File: src/rtl/i2c_req_arbiter.sv
// Round-robin arbiter that shares one single-byte I2C master among NREQ requesters.
// Define I2C_ARB_RETRY_EN to relaunch NACKed transactions up to MAX_RETRY times.
module i2c_req_arbiter #(
  parameter int NREQ      = 4,
  parameter int TIMEOUT   = 1023,
  parameter int MAX_RETRY = 2
) (
  input  logic              clk,
  input  logic              rst,
  input  logic [NREQ-1:0]   req,
  input  logic [7*NREQ-1:0] req_addr,
  input  logic [NREQ-1:0]   req_rw,
  input  logic [8*NREQ-1:0] req_wdata,
  output logic [NREQ-1:0]   gnt,
  output logic [NREQ-1:0]   done,
  output logic              nack,
  output logic              timeout,
  output logic [7:0]        rdata,
  output logic              m_start,
  output logic [6:0]        m_addr,
  output logic              m_rw,
  output logic [7:0]        m_wdata,
  input  logic              m_busy,
  input  logic              m_done,
  input  logic              m_ack_err,
  input  logic [7:0]        m_rdata
);
  localparam int PW = (NREQ > 1) ? $clog2(NREQ) : 1;
  localparam int TW = $clog2(TIMEOUT + 1);
  localparam logic [TW-1:0] TIMER_LAST = TW'(TIMEOUT - 1);
  localparam logic [TW-1:0] TIMER_MAX  = {TW{1'b1}};
  localparam logic [PW-1:0] LAST_REQ   = PW'(NREQ - 1);

  typedef enum logic [2:0] {IDLE, LOAD, START, WAIT, DONE} state_t;

  state_t        state_reg;
  logic [PW-1:0] ptr_reg;
  logic [PW-1:0] win_reg;
  logic [TW-1:0] timer_reg;
  logic [PW-1:0] pick;
  logic [PW-1:0] hi_pick;
  logic [PW-1:0] lo_pick;
  logic          hi_found;
  logic          retry_ok;
  logic [6:0]    addr_arr  [NREQ];
  logic [7:0]    wdata_arr [NREQ];

  genvar gi;
  generate
    for (gi = 0; gi < NREQ; gi++) begin : g_unpack
      assign addr_arr[gi]  = req_addr[7*gi +: 7];
      assign wdata_arr[gi] = req_wdata[8*gi +: 8];
    end
  endgenerate

  // Lowest requester at or above ptr wins; otherwise wrap to the lowest overall.
  always_comb begin
    hi_found = 1'b0;
    hi_pick  = '0;
    lo_pick  = '0;
    for (int i = NREQ - 1; i >= 0; i--) begin
      if (req[i]) begin
        lo_pick = PW'(i);
        if (PW'(i) >= ptr_reg) begin
          hi_found = 1'b1;
          hi_pick  = PW'(i);
        end
      end
    end
    pick = hi_found ? hi_pick : lo_pick;
  end

`ifdef I2C_ARB_RETRY_EN
  localparam int RW = $clog2(MAX_RETRY + 2);
  logic [RW-1:0] retry_cnt;

  always_ff @(posedge clk or posedge rst) begin
    if (rst) begin
      retry_cnt <= '0;
    end else if (state_reg == IDLE) begin
      retry_cnt <= '0;
    end else if (state_reg == WAIT && m_done && m_ack_err && retry_ok) begin
      retry_cnt <= retry_cnt + 1'b1;
    end
  end

  assign retry_ok = (retry_cnt < RW'(MAX_RETRY));
`else
  assign retry_ok = 1'b0;
`endif

  always_ff @(posedge clk or posedge rst) begin
    if (rst) begin
      state_reg <= IDLE;
      ptr_reg   <= '0;
      win_reg   <= '0;
      timer_reg <= '0;
      gnt       <= '0;
      done      <= '0;
      nack      <= 1'b0;
      timeout   <= 1'b0;
      m_start   <= 1'b0;
      rdata     <= '0;
      m_addr    <= '0;
      m_rw      <= 1'b0;
      m_wdata   <= '0;
    end else begin
      m_start <= 1'b0;
      done    <= '0;
      nack    <= 1'b0;
      timeout <= 1'b0;
      case (state_reg)
        IDLE: begin
          if (|req) begin
            win_reg   <= pick;
            gnt       <= NREQ'(1) << pick;
            m_addr    <= addr_arr[pick];
            m_rw      <= req_rw[pick];
            m_wdata   <= wdata_arr[pick];
            state_reg <= LOAD;
          end
        end
        LOAD: begin
          if (!m_busy) begin
            m_start   <= 1'b1;
            state_reg <= START;
          end
        end
        START: begin
          timer_reg <= '0;
          state_reg <= WAIT;
        end
        WAIT: begin
          // A completion in the last timer cycle takes priority over the timeout.
          if (m_done) begin
            if (!m_ack_err) begin
              if (m_rw) rdata <= m_rdata;
              done      <= gnt;
              state_reg <= DONE;
            end else if (retry_ok) begin
              state_reg <= LOAD;
            end else begin
              done      <= gnt;
              nack      <= 1'b1;
              state_reg <= DONE;
            end
          end else if (timer_reg == TIMER_LAST) begin
            done      <= gnt;
            timeout   <= 1'b1;
            state_reg <= DONE;
          end else if (timer_reg != TIMER_MAX) begin
            timer_reg <= timer_reg + 1'b1;
          end
        end
        DONE: begin
          gnt       <= '0;
          ptr_reg   <= (win_reg == LAST_REQ) ? '0 : win_reg + 1'b1;
          state_reg <= IDLE;
        end
        default: state_reg <= IDLE;
      endcase
    end
  end
endmodule

File: config.mk
export PLATFORM = sky130hd
export DESIGN_NAME = i2c_req_arbiter
export DESIGN_NICKNAME = d
export VERILOG_FILES = /design/src/rtl/i2c_req_arbiter.sv
export SDC_FILE = /design/constraint.sdc
export NUM_CORES = 1
export LEC_CHECK = 0
export BUFFER_PORTS_ARGS = -buffer_cell sky130_fd_sc_hd__buf_4
export CAP_MARGIN = 20
export CORE_ASPECT_RATIO = 0.5
export CORE_MARGIN = 2
export CORE_UTILIZATION = 35
export DETAILED_ROUTE_END_ITERATION = 16
export GPL_TIMING_DRIVEN = 1
export PLACE_DENSITY_LB_ADDON = 0.3
export SETUP_SLACK_MARGIN = 0.3
export SYNTH_ARGS = -nofsm -noshare
export SYNTH_HDL_FRONTEND = slang
export SYNTH_SLANG_ARGS = --single-unit
File: constraint.sdc
create_clock -name clk -period 2.2 [get_ports clk]
set_input_delay 0.22 -clock clk [delete_from_list [all_inputs] [get_ports clk]]
set_output_delay 0.22 -clock clk [all_outputs]
set_load 0.02 [all_outputs]
# ---- Word level (Yosys, flattened, before mapping)
# Index checks and enable logic that the tools add are counted.
dict set report totals {
  register_bits 52
  out_inout_bits 35
}
dict set report op_classes {
  magnitude_cmp 6
  n_eq_ne 13
  bitwise 2
  add_sub_neg 2
  n_shift 1
  reduce_logical 9
  muxes 52
}
# cell n
set op_table {}
lappend op_table {{2-to-1 mux 10 bit} 3}
lappend op_table {{2-to-1 mux 2 bit} 14}
lappend op_table {{one-hot mux 10 bit (2 select lines)} 1}
lappend op_table {{2-to-1 mux 1 bit} 17}
lappend op_table {{binary-select mux 8 bit (select 2 bit)} 1}
lappend op_table {{2-to-1 mux 4 bit} 4}
lappend op_table {{2-to-1 mux 8 bit} 2}
lappend op_table {{binary-select mux 7 bit (select 2 bit)} 1}
lappend op_table {{2-to-1 mux 7 bit} 2}
lappend op_table {{2-to-1 mux 3 bit} 4}
lappend op_table {{one-hot mux 3 bit (4 select lines)} 1}
lappend op_table {{adder 10 x 1 -> 10 bit, second input constant} 1}
lappend op_table {{== test 10 bit, second input constant} 1}
lappend op_table {{!= test 10 bit, second input constant} 1}
lappend op_table {{!= test 2 bit, second input constant} 5}
lappend op_table {{one-hot mux 4 bit (2 select lines)} 1}
lappend op_table {{AND reduction 4 bit} 2}
lappend op_table {{== test 3 x 2 -> 1 bit, second input constant} 2}
lappend op_table {{>= comparator 1 x 2 -> 1 bit, first input constant} 2}
lappend op_table {{>= comparator 2 bit, first input constant} 2}
lappend op_table {{AND reduction 2 bit} 2}
lappend op_table {{nonzero test 2 bit} 2}
lappend op_table {{OR reduction 4 bit} 1}
lappend op_table {{<< shifter 1 x 2 -> 4 bit, first input constant} 1}
lappend op_table {{other kinds (12)} 12}

# ---- Longest topological paths before layout
# Gate-level depths: netlist of the first run.
dict set report logic_depth {
  word_depth 14
  ltp_mapped 7
}

# ---- Worst setup path after synthesis of the first run
# Ideal clock, no wire load.
dict set report synth_path {
  path_type {flip-flop to flip-flop}
  from {register state_reg[2]}
  to {register rdata[0]}
  path_stages_with_launch 5
  path_buffers 0
  required_time_ps 2075
  slack_ps 501
  t_arrival_ps 1574
  path_cell_list {dfrtp_1 nor2b_1 nand2_1 nor4b_4 mux2_2}
}
dict set report synth_via {
  elab_chain_len 2
}
# element line_no
set synth_lines {}
lappend synth_lines {{from (decl)} 36} ;# state_t state_reg;
lappend synth_lines {{from (signal assigned)} 94} ;# state_reg <= IDLE;
lappend synth_lines {{from (signal assigned)} 120} ;# state_reg <= LOAD;
lappend synth_lines {{from (signal assigned)} 126} ;# state_reg <= START;
lappend synth_lines {{== test 3 x 2 -> 1 bit} 112} ;# case (state_reg)
lappend synth_lines {{AND reduction 4 bit (no line)} n/a}
lappend synth_lines {{to (signal assigned)} 137} ;# if (m_rw) rdata <= m_rdata;
lappend synth_lines {{to (decl)} 18} ;# output logic [7:0] rdata,
# Every way passes these cells.
# A chain may end at the register's enable or synchronous reset.

# ---- Final worst setup path of the first run
dict set report layout_path {
  from {register state_reg[2]}
  to {register rdata[6]}
}
# Same word-level chain as after synthesis.

==> impl_results.md, run 1 <==
* Ys async rst share at 1.00
* Flop pwr share at 0.350
* VDD IR max at roughly 0.00036 V
* Largest net degree at the start of global routing at 36
* Worst-path fanout max at 8
* Required @ worst endpoint at approximately 2.4 ns
* Number of synthesized flops with an enable pin at 0
* Fin area at between 3000 and 4000 um2
* CTS buffer count at 5
* Iter 0 DRT Violations at 121
* Main area contributors after synthesis: dfrtp_1 48%, nand2_1 11%, a21oi_1 6.6%, a211o_1 5.1%, mux2_2 3.7%
* Layout Skew at 0.00461 ns
* Sink Count at 52
* Power per cell area at 1150 nW/um2
* R2r worst-path depth at 5
* Drt pass-1 iters at 6
* Worst Setup SP: state_reg[2]$_DFFE_PP0P_
* Gate Count Post-Synth at 294
* Family with the most delay on the worst path: simple AND/OR/NAND/NOR gates
* Ports at 116
* Layout area overhead at 43.1%
* Commonest cells after routing, fill and taps aside: 121 x buf_4, 80 x nand2_1, 52 x dfrtp_1, 36 x a21oi_1, 16 x a211o_1
* Max Cap Viol at 0
* Register-to-register setup slack at 0.39 ns
* Synth top area share at 0.476
* Critical register-to-register path endpoint: rdata[6]$_DFFE_PP0P_
* Critical Path Stages at 5
* Slew @ Worst Pin at 0.528 ns
* Crit Reg-Reg Startpoint: state_reg[2]$_DFFE_PP0P_
* Area leader, netlist: dfrtp_1
* GP Congestion at slightly below 0.8
* Setup TNS at 0 ns
* Max reg flops at 10
* Avg Cell Area, Syn at 9.30 um2
* CP Capture Point: rdata[6]$_DFFE_PP0P_
* Share of the core filled with cells at 0.524
* CP max stage delay at between 0.4 and 0.5 ns
* Core ar. at 7460 um2
* Worst min path class: input port to flop
* Final ANT Viol Nets at 0
* CP Class: flop to flop
* DRC Markers at 0
* CP cell instances: nor2b_1 > nand2_1 > nor4b_4 > buf_4 > mux2_2
* Main synth FF type: dfrtp_1
* Vias in the first global route at 2259
* Worst-path clk slew at 0.07 ns
* Switch share at 0.399
* Row cnt at 22
* CP endpoint kind: flop
* Buf+Inv Stages, Crit Path at 1
* Netlist cell types at 45
* Sequential share of the synthesized area at 0.476
* Die X at 129 um
* Die Y at 66.5 um
* DIE AREA at 8580 um2
* Clk Tree Root Cell: clkbuf_16
* Fin crit share at 0.823
* Slew margin rel. at 0.639
* Initial core utilization at 0.366
* Deepest clock path buffer count at 2
* Startpoint Class: flop
* Final setup violation count at 0
* Slew Limit Fails at 0
* Outcome: finished clean
* Worst path slowest cell: dfrtp_1
* DRT Wirelength at 7060 um
* Port Buffer Count at 115
* H-Tree Level Count at 2
* Final hold viol count at 0
* GR Overflow Total at 0
* Total Routing Usage GR at 0.165
* Net count, final at 497
* Syn. warnings at 0
* Arrival time at the worst endpoint at 1.99 ns
* Switch Pwr at 0.00180 W
* Routed vias at 2542
* Initial antenna violation count at 0
* Synthesized area at around 2700 um2
* Commonest non-fill, non-tap cell in the layout: buf_4
* CTS tree: done
* Post-DP Area at between 3000 and 4000 um2
* N_diodes at 0
* Layout cells sized above 1 at 0.360
* Post-synthesis sequential element count at 52
* Final min period at 1.81 ns
* Worst hold path cell count at 2
* Hpwl dp at 5270 um
* Fmax at 553 MHz
* Synth Net Count at approximately 380
* RSZ-0062 raised after global routing: false
* Combinational share of power at 0.471
* Hold slack at 0.0973 ns
* Via density at about 5
* Internal at 0.00271 W
* First-pass GRT wire length at 11000 um
* Clock share of power at 0.179
* Leakage power at 1.98 nW
* Clock Latency Late Sink at 0.29 ns
* Wire length per cell at 13.5 um
* Pwr Total at 0.00451 W
-- metal layers --
layer / GRT usage / share of wire
met1: 0.213 / 0.44
met2: 0.281 / 0.51
met3: 0.0321 / 0.038
met4: 0.0543 / 0.013
met5: 0 / 0
-- logic make-up after synthesis --
kind of cell,Yosys count,synth area share
and+or+nand+nor,123,0.208
AOI/OAI and AO/OA,77,0.181
DFF,52,0.476
buffers and inverters,20,0.0508
muxes,12,0.0481
xor gates and xnor gates,7,0.0224
adders and majority gates,3,0.0137
-- Yosys cell counts, drive strengths merged (2+ instances only) --
master and n:
nand2 80, mux2i 3, mux2 9, a21oi 36, a211oi 2, nor3 2, ha 3, or4 2
nand4 3, nand3b 2, xor2 2, inv 7, and2 4, xnor2 5, nand3 5, o31ai 2
a211o 16, dfrtp 52, buf 12, nor4b 2, a2111oi 3, nor2 15, o21ai 11
-- worst reg2reg max path: cells and delay by family, from the launching register on --
kind	cells	cell delay, ns
mux	1	0.35
flops	1	0.45
buf+inv	1	0.21
simple gates	3	0.69
-- timing repair --
item,4_1_cts,5_1_grt
hold buffers,1,0
endpoints found under the setup margin,0,20
endpoints found under the hold margin,22,0
setup buffers,0,0
gates resized for setup,0,2
-- layout make-up --
cell class                 count  area [um2]
clock buffer                   5         125
clock inverter                 3        27.5
fill                         708        3550
inverter                       7        26.3
multi-input combinational    222        1320
sequential                    52        1300
tap                          108         135
timing repair buffer         125         978
-- power groups by stage --
stage / Clock, W / Sequential [W] / Combinational, W
6_report: 0.000809 / 0.00158 / 0.00212
5_1_grt: 0.000878 / 0.00162 / 0.00232
4_1_cts: 0.000834 / 0.00158 / 0.00214
3_5_place_dp: 0 / 0.00159 / 0.00213
3_3_place_gp: 0 / 0.00159 / 0.00210
2_1_floorplan: 0 / 0.00183 / 0.00107
-- stage by stage --
stage                     std cells  setup slack, ns
final                           522            0.390
after CTS                       522            0.367
after global routing            522            0.305
after global placement          513            0.334
after detailed placement        513            0.287
after floorplan                 294            0.501
-- how the worst min path moves through the flow --
| stage | slack [ns] | start | to |
|---|---|---|---|
| 6_report | 0.1 | m_busy | m_start$_DFF_PP0_ |
| 5_1_grt | 0.11 | m_busy | m_start$_DFF_PP0_ |
| 4_1_cts | 0.09 | m_busy | m_start$_DFF_PP0_ |
| 3_5_place_dp | 0.31 | rst | rdata[0]$_DFFE_PP0P_ |
| 3_3_place_gp | 0.31 | rst | rdata[0]$_DFFE_PP0P_ |
| 2_1_floorplan | 0.29 | m_done | timeout$_DFF_PP0_ |
Note: power is estimated with default switching activity, not from simulation.
==> run 2: changes to the inputs <==
--- a/config.mk
+++ b/config.mk
@@ -5,6 +5,7 @@
 export SDC_FILE = /design/constraint.sdc
 export NUM_CORES = 1
 export LEC_CHECK = 0
+export ABC_AREA = 1
 export BUFFER_PORTS_ARGS = -buffer_cell sky130_fd_sc_hd__buf_4
 export CAP_MARGIN = 20
 export CORE_ASPECT_RATIO = 0.5
==> constraint.sdc (replaced) <==
create_clock -name clk -period 1.5 [get_ports clk]
set_input_delay 0.15 -clock clk [delete_from_list [all_inputs] [get_ports clk]]
set_output_delay 0.15 -clock clk [all_outputs]
set_load 0.02 [all_outputs]
==> impl_results.md, run 2 <==
* Initial antenna violation count at 0 (unchanged)
* Leakage power at 3.12 nW (+57%)
* Fin area at 5560 um2 (+42%)
* Worst-path fanout max at 6 (-2)
* Power per cell area at 1540 nW/um2 (+33%)
* Arrival time at the worst endpoint at 1.79 ns (-0.20 ns)
* Final min period at 1.61 ns (-0.201 ns)
* Sequential share of the synthesized area at 0.395 (-0.0805)
* N_diodes at 0 (unchanged)
* Area leader, netlist: dfrtp_1
* Worst path slowest cell: dfrtp_1
* Core ar. at 8920 um2 (+20%)
* Layout cells sized above 1 at 0.506 (+0.146)
* Final setup violation count at 20 (+20)
* Iter 0 DRT Violations at 183 (+51%)
* Via density at 4.65 (-4.6%)
* Avg Cell Area, Syn at 7.22 um2 (-22%)
* GR Overflow Total at 0 (unchanged)
* R2r worst-path depth at 13 (+8)
* Hold EP: m_start$_DFF_PP0_
* Outcome: finished, violations left
* Crit Reg-Reg Startpoint: ptr_reg[0]$_DFFE_PP0P_
* First-pass GRT wire length at 15200 um (+38%)
* Area of the multi-input gates at 2020 um2 (+53%)
* Synthesized area at 3290 um2 (+20%)
* Critical Path Stages at 13 (+8)
* Synth top area share at 0.395 (-0.0805)
* Max Cap Viol at 0 (unchanged)
* DRC Markers at 0 (unchanged)
* CP endpoint kind: flop
* Critical register-to-register path endpoint: m_addr[2]$_DFFE_PP0P_
* Number of synthesized flops with an enable pin at 0 (unchanged)
* Slew Limit Fails at 0 (unchanged)
* Most numerous cell in the Yosys netlist: nand2_1
* Ys async rst share at 1.00 (unchanged)
* Layout Skew at 0.00706 ns (+0.00245 ns)
* Row cnt at 24 (+9.1%)
* Initial core utilization at 0.369 (+0.00248)
* CTS tree: done
* Worst hold path cell count at 2 (unchanged)
* Main synth FF type: dfrtp_1
* Filler cell count at 778 (+9.9%)
* Syn. warnings at 0 (unchanged)
* Largest net degree at the start of global routing at 31 (-14%)
* Adder-Cell Fraction of Synth Area at 0.0114 (-0.00232)
* Largest family of logic cells by synthesized area: simple AND/OR/NAND/NOR gates
* Layout area overhead at 69.0%
* Port Buffer Count at 115 (unchanged)
* Worst min path class: input port to flop
* Hpwl dp at 6880 um (+31%)
* DIE AREA at 10200 um2 (+19%)
* Synth Net Count at 540 (+43%)
* Post-synthesis sequential element count at 52 (unchanged)
* Netlist cell types at 35 (-22%)
* Slew margin rel. at 0.785 (+0.146)
* Commonest non-fill, non-tap cell in the layout: buf_4
* Clk Tree Root Cell: clkbuf_16
* Post-synthesis share of cell area spent on xor and xnor gates at 0.0213 (-0.00113)
* Drt pass-1 iters at 4 (-2)
* CP max stage delay at 0.37 ns (-0.08 ns)
* Share of the core filled with cells at 0.624 (+0.0992)
* Total Routing Usage GR at 0.186 (+0.0208)
* Commonest cells after routing, fill and taps aside: 152 x buf_4, 101 x nand2_1, 79 x inv_1, 49 x dfrtp_1, 43 x nand3_2
* CTS buffer count at 5 (unchanged)
* DRT Wirelength at 10500 um (+49%)
* Final hold viol count at 0 (unchanged)
* Setup ws final at -0.109 ns (-0.499 ns)
* GP Congestion at 0.852 (+7.5%)
* Slew @ Worst Pin at 0.320 ns (-0.208 ns)
* CP dominant cell by count: nand2_1
* Die Y at 72.6 um (+9.1%)
* Deepest clock path buffer count at 2 (unchanged)
* Sink Count at 52 (unchanged)
* Register area at 1310 um2 (+0.29%)
* Post-DP Area at 4550 um2 (+22%)
* Worst-path clk slew at 0.07 ns (about the same)
* Violated checks: setup timing
* Main area contributors after synthesis: dfrtp_1 40%, nand2_1 14%, nand3_1 12%, inv_1 9.7%, nand3_2 2.7%
* Ports at 116 (unchanged)
* RSZ-0062 raised after global routing: true
* Compound-Gate Fraction of Synth Area at 0.0365 (-0.145)
* Hold Path Origin: m_busy
* Vias in the first global route at 3131 (+39%)
* Net count, final at 713 (+43%)
* Buf+Inv Stages, Crit Path at 2 (+1)
* Mux contribution to synthesized area at 0.0274 (-0.0207)
* Routed vias at 3472 (+37%)
* CP Class: flop to flop
* Clock Latency Late Sink at 0.29 ns (about the same)
* Required @ worst endpoint at 1.68 ns (-0.70 ns)
* Wire length per cell at 14.1 um (+4.0%)
* Max reg flops at 10 (unchanged)
* Top post-synthesis cells by count: 127 x nand2_1, 85 x inv_1, 80 x nand3_1
* CP cell instances: nand2_1 > nand2_2 > nand2_4 > nor2_4 > nand2_4 > nand2_8 > buf_8 > buf_6 > nand2_2 > nand3_2 > nand2_1 > nand2_1 > nand2_1
* Startpoint Class: flop
* VDD IR max at 0.000671 V (+89%)
* H-Tree Level Count at 2 (unchanged)
* Register-to-register setup slack at -0.11 ns (-0.50 ns)
* Gate Count Post-Synth at 456 (+55%)
* Fmax at 621 MHz (+12%)
* Simple-gate share of the synthesized area at 0.368 (+0.160)
* Final ANT Viol Nets at 0 (unchanged)
* Fin crit share at 1.07 (+0.250)
* Family with the most delay on the worst path: simple AND/OR/NAND/NOR gates
* Die X at 141 um (+9.4%)
## run 2: changes by cell type after synthesis, sizes merged, moves of 4 or more
| cell | previous run | this run |
|---|---|---|
| a211o | 16 | 0 |
| a21oi | 36 | 2 |
| and2 | 4 | 0 |
| inv | 7 | 91 |
| nand2 | 80 | 137 |
| nand3 | 5 | 89 |
| nor2 | 15 | 22 |
| nor3 | 2 | 6 |
| xnor2 | 5 | 1 |
| xor2 | 2 | 7 |
## run 2: worst max path at each step
stage / start / to / slack (ns)
2_1_floorplan: timer_reg[0]$_DFFE_PP0P_ / timer_reg[0]$_DFFE_PP0P_ / 0.06
5_1_grt: ptr_reg[0]$_DFFE_PP0P_ / m_wdata[6]$_DFFE_PP0P_ / -0.18
6_report: ptr_reg[0]$_DFFE_PP0P_ / m_addr[2]$_DFFE_PP0P_ / -0.11
3_5_place_dp: ptr_reg[0]$_DFFE_PP0P_ / m_wdata[1]$_DFFE_PP0P_ / -0.02
3_3_place_gp: ptr_reg[0]$_DFFE_PP0P_ / m_wdata[6]$_DFFE_PP0P_ / 0.01
4_1_cts: ptr_reg[0]$_DFFE_PP0P_ / m_wdata[2]$_DFFE_PP0P_ / 0.01
## run 2: area by class of cell
class	count	area share
Multi-Input combinational cell	296	0.363
Inverter	93	0.0661
Tap cell	117	0.0263
Sequential cell	52	0.235
Timing Repair inverter	1	0.00112
Clock buffer	5	0.0225
Clock inverter	3	0.00765
Timing Repair Buffer	180	0.279
## run 2: kinds of logic after synthesis
family                     after synthesis
muxes                                    8
and+or+nand+nor                        260
buffers and inverters                  108
AOI/OAI and AO/OA                       17
xor gates and xnor gates                 8
adders and majority gates                3
DFF                                     52
## run 2: worst register-to-register path, delay by kind of cell, from the launching register on
family | cells | cell delay, ns
flops | 1 | 0.37
buf+inv | 2 | 0.24
simple gates | 11 | 0.89
## run 2: routing by layer
metal  track usage  up-vias  share of wire
li1              -     1759              -
met1         0.264     1603           0.46
met2         0.311      103           0.49
met3        0.0211        7          0.038
met4        0.0367        0         0.0060
met5             0        -              0
## run 2: what timing repair did
item	in CTS	in global routing
hold buffers	1	0
gates cloned	1	3
resized for setup	27	102
endpoints found under the hold margin	10	0
buffers inserted	12	20
setup endpoints to repair	49	50
pin swaps	11	61
## run 2: stage by stage
step | instances | setup slack, ns | power (W) | setup TNS [ns] | hold slack (ns)
2_1_floorplan | 456 | 0.0570 | 0.00472 | 0 | 0.205
3_3_place_gp | 702 | 0.0126 | 0.00614 | 0 | 0.125
3_5_place_dp | 702 | -0.0218 | 0.00620 | -0.0428 | 0.127
4_1_cts | 724 | 0.0110 | 0.00782 | 0 | 0.00868
5_1_grt | 747 | -0.176 | 0.00903 | -3.24 | 0.0192
6_report | 747 | -0.109 | 0.00854 | -1.24 | 0.0110
## run 2: where the power goes
part | total, W | internal [W] | switching [W] | leakage [nW]
clock network | 0.00132 | 0.000785 | 0.000539 | 0.0798
registers | 0.00224 | 0.00187 | 0.000366 | 0.674
logic | 0.00498 | 0.00221 | 0.00277 | 2.37
total | 0.00854 | 0.00487 | 0.00367 | 3.12
